--- config.mk ---
export PLATFORM = sky130hd
export DESIGN_NAME = pc_sequencer
export DESIGN_NICKNAME = d
export VERILOG_FILES = /design/src/rtl/pc_sequencer.sv
export SDC_FILE = /design/constraint.sdc
export NUM_CORES = 1
export LEC_CHECK = 0
export BUFFER_PORTS_ARGS = -buffer_cell sky130_fd_sc_hd__clkbuf_2
export CORE_MARGIN = 2
export CORE_UTILIZATION = 40
export CTS_CLUSTER_SIZE = 12
export DETAILED_ROUTE_END_ITERATION = 8
export GPL_TIMING_DRIVEN = 0
export PLACE_DENSITY = 0.64
export SLEW_MARGIN = 10
export SYNTH_ARGS = -nofsm -noshare
export SYNTH_HDL_FRONTEND = slang
export SYNTH_SLANG_ARGS = --single-unit
export TNS_END_PERCENT = 30
--- constraint.sdc ---
create_clock -name Clk -period 2.3 [get_ports Clk]
set_input_delay 0.46 -clock Clk [delete_from_list [all_inputs] [get_ports Clk]]
set_output_delay 0.46 -clock Clk [all_outputs]
set_load 0.1 [all_outputs]
--- src/rtl/pc_sequencer.sv ---
// Next-PC selection and pipeline-flush control with a stall-buffered redirect and a
// one-cycle exception entry state.
module pc_sequencer #(
   parameter logic [31:0] RESET_VECTOR = 32'h00000000,
   parameter logic [31:0] EXC_VECTOR   = 32'h80000180
) (
   input  logic        Clk,
   input  logic        Reset,
   input  logic [31:0] PCIn,
   input  logic        Stall,
   input  logic        BranchTaken,
   input  logic [31:0] BranchTarget,
   input  logic        Jump,
   input  logic [31:0] JumpTarget,
   input  logic        ExcReq,
   output logic [31:0] Address,
   output logic        FlushIFID,
   output logic        FlushIDEX,
   output logic [31:0] EPC,
   output logic        RedirectPending
);

   typedef enum logic [1:0] {StBoot, StRun, StStalled, StExc} state_e;

   state_e      state_q, state_d;
   logic        pend_q, pend_d;
   logic [31:0] tgt_q, tgt_d;
   logic [31:0] epc_q, epc_d;
   logic [31:0] addr;
   logic        flush_ifid, flush_idex;
   logic [31:0] pc_inc;

   assign pc_inc = PCIn + 32'd4;

   always_ff @(posedge Clk or negedge Reset) begin
      if (!Reset) begin
         state_q <= StBoot;
         pend_q  <= 1'b0;
         tgt_q   <= 32'h0;
         epc_q   <= 32'h0;
      end else begin
         state_q <= state_d;
         pend_q  <= pend_d;
         tgt_q   <= tgt_d;
         epc_q   <= epc_d;
      end
   end

   always_comb begin
      state_d    = state_q;
      pend_d     = pend_q;
      tgt_d      = tgt_q;
      epc_d      = epc_q;
      addr       = pc_inc;
      flush_ifid = 1'b0;
      flush_idex = 1'b0;
      unique case (state_q)
         StBoot: begin
            addr       = RESET_VECTOR;
            flush_ifid = 1'b1;
            flush_idex = 1'b1;
            state_d    = StRun;
         end
         StExc: begin
            if (ExcReq) begin
               addr       = EXC_VECTOR;
               flush_ifid = 1'b1;
               flush_idex = 1'b1;
               epc_d      = PCIn;
               pend_d     = 1'b0;
               state_d    = StExc;
            end else begin
               addr       = pc_inc;
               flush_ifid = 1'b1;
               flush_idex = 1'b1;
               state_d    = StRun;
            end
         end
         default: begin
            // StRun and StStalled share one priority chain; only the buffered
            // redirect release is specific to StStalled.
            if (ExcReq) begin
               addr       = EXC_VECTOR;
               flush_ifid = 1'b1;
               flush_idex = 1'b1;
               epc_d      = PCIn;
               pend_d     = 1'b0;
               state_d    = StExc;
            end else if (state_q == StStalled && !Stall && pend_q) begin
               addr       = tgt_q;
               flush_ifid = 1'b1;
               pend_d     = 1'b0;
               state_d    = StRun;
            end else if (Stall) begin
               addr    = PCIn;
               state_d = StStalled;
               if (!pend_q && (BranchTaken || Jump)) begin
                  tgt_d  = BranchTaken ? BranchTarget : JumpTarget;
                  pend_d = 1'b1;
               end
            end else if (BranchTaken) begin
               addr       = BranchTarget;
               flush_ifid = 1'b1;
               state_d    = StRun;
            end else if (Jump) begin
               addr       = JumpTarget;
               flush_ifid = 1'b1;
               state_d    = StRun;
            end else begin
               addr    = pc_inc;
               state_d = StRun;
            end
         end
      endcase
   end

   // Reset overrides combinationally so the PC register loads the vector while held.
   always_comb begin
      if (!Reset) begin
         Address   = {RESET_VECTOR[31:2], 2'b00};
         FlushIFID = 1'b1;
         FlushIDEX = 1'b1;
      end else begin
         Address   = {addr[31:2], 2'b00};
         FlushIFID = flush_ifid;
         FlushIDEX = flush_idex;
      end
   end

   assign EPC             = epc_q;
   assign RedirectPending = pend_q;

endmodule

Word-level counts from Yosys, hierarchy flattened

Cells that the tools add are included.

Flip-flop bits (word level): 67
Output and inout port bits: 67

Add/sub/neg operators: 1
Bitwise gates (word level): 4
Muxes and demuxes: 30
Equal/unequal tests: 3
Reductions and logical operators: 13

Operator list:

| cell                                           | number |
|---|---|
| two-way mux 32 bit                             | 8 |
| one-hot mux 32 bit (2 select lines)            | 1 |
| adder 32 x 3 -> 32 bit (second input constant) | 1 |
| two-way mux 1 bit                              | 15 |
| two-way mux 2 bit                              | 4 |
| nonzero test 3 bit                             | 2 |
| AND reduction 5 bit                            | 1 |
| == test 2 bit (second input constant)          | 2 |
| NOT 1 bit                                      | 4 |
| one-hot mux 2 bit (2 select lines)             | 1 |
| AND reduction 4 bit                            | 1 |
| logical AND 1 bit                              | 3 |
| logical NOT 1 bit                              | 2 |
| logical NOT 2 bit                              | 1 |
| != test 2 bit (second input constant)          | 1 |
| one-hot mux 1 bit (2 select lines)             | 1 |
| AND reduction 2 bit                            | 1 |
| OR reduction 2 bit                             | 1 |
| logical OR 1 bit                               | 1 |

Longest topological paths before layout

Depth after elaboration: 8
Depth in mapped cells: 10
Mapped depth without buffers: 8

Least setup slack after synthesis

OpenSTA, ideal clock, no wires.

Kind: flip-flop to output port
Start point: reg pend_q (netlist: RedirectPending)
End point: out Address[10]
Path slack: -2.358 ns
Required time: 1.840 ns
Arrival time: 4.198 ns
Path buffers: 4
Stages on the path, launching flop included: 8
Cell sequence: dfrtp_1 -> buf_2 -> and2_1 -> buf_2 -> buf_4 -> buf_2 -> a211oi_1 -> o32ai_1

Cells in the longest elaborated chain, start to end: 5

Ends and longest elaborated chain:

| element                             | line | RTL |
|---|---|---|
| start: declaration                  | 26   | `logic pend_q, pend_d;` |
| start signal: assignment            | 43   | `pend_q <= pend_d;` |
| logical AND 1 bit                   | 89   | `end else if (state_q == StStalled && !Stall && pend_q) begin` |
| two-way mux 32 bit                  | 89   |  |
| two-way mux 32 bit                  | 82   | `if (ExcReq) begin` |
| one-hot mux 32 bit (2 select lines) | 57   | `unique case (state_q)` |
| two-way mux 32 bit                  | 119  | `if (!Reset) begin` |
| end: declaration                    | 16   | `output logic [31:0] Address,` |

Every way passes these cells.

Worst setup path after layout

Start point: reg state_q[1]
End point: out Address[22]

Cells in the longest elaborated chain, start to end: 7
Elaborated cells on any way between the ends: 9
Classes of those cells: eq/ne (2); mux (4); reduce/logical (3)

Ends and longest elaborated chain:

| element                                 | line | RTL |
|---|---|---|
| start: declaration                      | 25   | `state_e state_q, state_d;` |
| start signal: assignment                | 37   | `state_q <= StBoot;` |
| start signal: assignment                | 42   | `state_q <= state_d;` |
| == test 2 bit                           | 89   |  |
| logical AND 1 bit (2 in series)         | 89   |  |
| two-way mux 32 bit                      | 89   |  |
| two-way mux 32 bit                      | 82   |  |
| one-hot mux 32 bit (2 select lines) (*) | 57   |  |
| two-way mux 32 bit (*)                  | 119  |  |

Mark *: on every way between the ends. The rest lies on a longest branch, timed or not.

==> qor.txt <==
Final #Nets: 937
Slew headroom: 44.28%
Syn Area/Cell: 8.062 um^2
Critical R2R Launch: state_q[1]$_DFF_PN0_
Non-Filler Instances: 1007
Port bufs: 158
Setup TNS: -16.46 ns
DP Area: 6570 um^2
Leak: 3.513 nW
Via-to-Cell Ratio: 6.169
Final ANT Viol Nets: 0
Power Dens Cells: 997.2 nW/um^2
Antenna cells: 0
Tmin final: 2.932 ns
Clk_lat worst skew: 0.35 ns
Initial DRC count: 777
Fin Hold WS: 0.1178 ns
Total gr overflow: 0
Setup crit start kind: register
Seq/Total Area, Yosys: 31.93%
Reg2reg setup slack: -0.04 ns
Gr usage total: 33.01%
CP required: 1.84 ns
Async S/R FF share, synth: 100.0%
Num Clock Sinks: 65
CP Max Fanout: 5
Worst slack, placed: -1.158 ns
DRT Pass-1 Iters: 6
Root buf cell: clkbuf_16
Setup violations, final: 49
Hpwl dp: 15520 um
FMAX: 0.3410 GHz
Initial Util: 40.70%
Max VDD drop: 0.5166 mV
Post-synth top cells: 80 x nor2_1, 65 x dfrtp_1, 55 x a21oi_1
Initial antenna violation count: 0
Die ar.: 13660 um^2
Clock skew: 0.005051 ns
Post-Syn Area: 5095 um^2
Area Overhead vs Synth: 60.93%
Max clock buf depth: 2
Endpoints failing hold: 0
Unrepaired setup endpoints after global routing: yes
WL final: 22920 um
Number of enable flip-flop cells after synthesis: 0
Critical path class: reg2out
CTS H-tree depth: 3
Worst hold-check path type: in2async
Failing checks: setup timing
Post-synthesis cell count: 632
CTS buffer count: 9
Arrival time at the worst endpoint: 2.47 ns
Max-cap violations: 0
Die span in x: 116.9 um
First-pass GRT wire length: 33610 um
Filler cell count: 1000
Yosys top cell by area: dfrtp_1
Worst-path clk slew: 0.06 ns
Worst setup margin: -0.6322 ns
Die Height: 116.9 um
Vias: 6212
Status: finished, violations left
Worst Max-Slew Pin Slew: 0.8331 ns
Setup crit end kind: primary output
Top Ports: 169
Core Area: 12520 um^2
Count leader, synth: nor2_1
Warnings, synthesis: 0
Final GP Congestion: 0.9559
FF-to-FF path depth: 7
Leading register cell type out of synthesis: dfrtp_1
Rows: 41
DP Cell Count: 964
CTS tree: yes
Unique masters post-synth: 66
Number of global-route vias before repair: 5969
Fin. max-slew vios: 0
Largest net degree at the start of global routing: 47
DR DRC count: 0
Finished Cell Area: 8199 um^2
Tcrit/Tclk final: 127.5%
FF-to-FF End: tgt_q[13]$_DFFE_PN0P_
Layout cell share with drive strength beyond 1: 41.92%
Ranking of synthesized cells by area: dfrtp_1 32%, nor2_1 5.9%, a21oi_1 5.4%, mux2i_1 4.7%, mux2_2 4.6%
Post-synth top area share: 31.93%
Wire per inst: 22.76 um
Seq cells post-synth: 65
Worst Setup SP: state_q[1]$_DFF_PN0_
cell type report:
class / instances / area (um^2) / share of cell area, %
repair buffers: 189 / 1752 / 21.36
multi-input cells: 490 / 3786 / 46.18
well taps: 172 / 215.2 / 2.625
plain buffers: 52 / 409.1 / 4.990
clock inverters: 3 / 65.06 / 0.7935
clock buffers: 12 / 246.5 / 3.006
inverters: 24 / 95.09 / 1.160
flip-flops and latches: 65 / 1630 / 19.88
worst max-delay path, stage by stage (launching register included):
cell and delay [ns]:
dfrtp_1 0.45, inv_2 0.09, ha_4 0.28, buf_6 0.11, nand3b_1 0.17, nand2b_4 0.21, o41ai_4 0.09, a22o_1 0.20
a211o_2 0.32, clkbuf_16 0.20
cell families (layout without fill, tap and decap cells):
family / after synthesis / count (layout) / share of synthesized area, %
AO/OA/AOI/OAI: 193 / 193 / 24.68
XOR/XNOR: 25 / 25 / 4.298
adder cells (fa/ha/maj): 4 / 4 / 0.9824
buffers and inverters: 78 / 280 / 6.704
flip-flops: 65 / 65 / 31.93
multiplexers: 45 / 45 / 9.357
other: 1 / 2 / 0.07360
AND/OR/NAND/NOR: 221 / 221 / 21.98
report_power, final:
group	switching, mW	internal [mW]
sequential	0.259	1.54
combinational	3.22	1.65
clock	0.543	0.972
total	4.02	4.16
sequential cells by signal (all words and copies together) (netlist names):
register / flops
RedirectPending: 1
tgt_q: 30
EPC: 32
state_q: 2
timing repair:
action | CTS | global route
pin swaps | 19 | 14
endpoints found under the hold margin | 2 | 0
gates cloned | 2 | 1
endpoints found under the setup margin | 32 | 44
setup buffers | 13 | 9
resized for setup | 173 | 35
hold buffers | 5 | 0
routing by layer:
layer / up-vias / part of all wire (%) / global-route usage [%]
li1: 2719 / - / -
met1: 2961 / 39 / 42.21
met2: 461 / 47 / 52.87
met3: 71 / 11 / 7.261
met4: 0 / 3.3 / 16.31
met5: - / 0 / 0
per-stage QoR:
| step | utilization, % | power, mW |
|---|---|---|
| 6_report | 65.50 | 8.177 |
| 5_1_grt | 65.50 | 8.424 |
| 4_1_cts | 63.64 | 7.920 |
| 3_5_place_dp | 52.49 | 5.658 |
| 3_3_place_gp | 52.25 | 5.590 |
| 2_1_floorplan | - | 4.851 |
worst max-delay path by stage:
stage / end / slack (ns)
after floorplan: Address[10] / -0.36
final: Address[22] / -0.63
after CTS: Address[22] / -0.52
after global routing: Address[22] / -0.62
after global placement: Address[30] / -1.95
after detailed placement: Address[30] / -1.16
layout by cell type (no fill, tap or decap), types with 8 or more instances in the layout:
cell,instances
mux2_2,21
clkbuf_1,11
a31oi_1,11
buf_4,22
buf_2,20
mux2i_1,24
a221oi_1,15
nand3_1,13
xnor2_1,17
clkbuf_16,41
buf_6,8
nand4_1,12
xor2_1,8
nor2_1,74
dfrtp_1,64
o21ai_0,24
o22ai_1,9
nor3_1,12
a21oi_1,42
inv_1,19
nand2_1,48
nand2b_1,18
buf_12,9
clkbuf_2,126
Note: power is estimated with default switching activity, not from simulation.
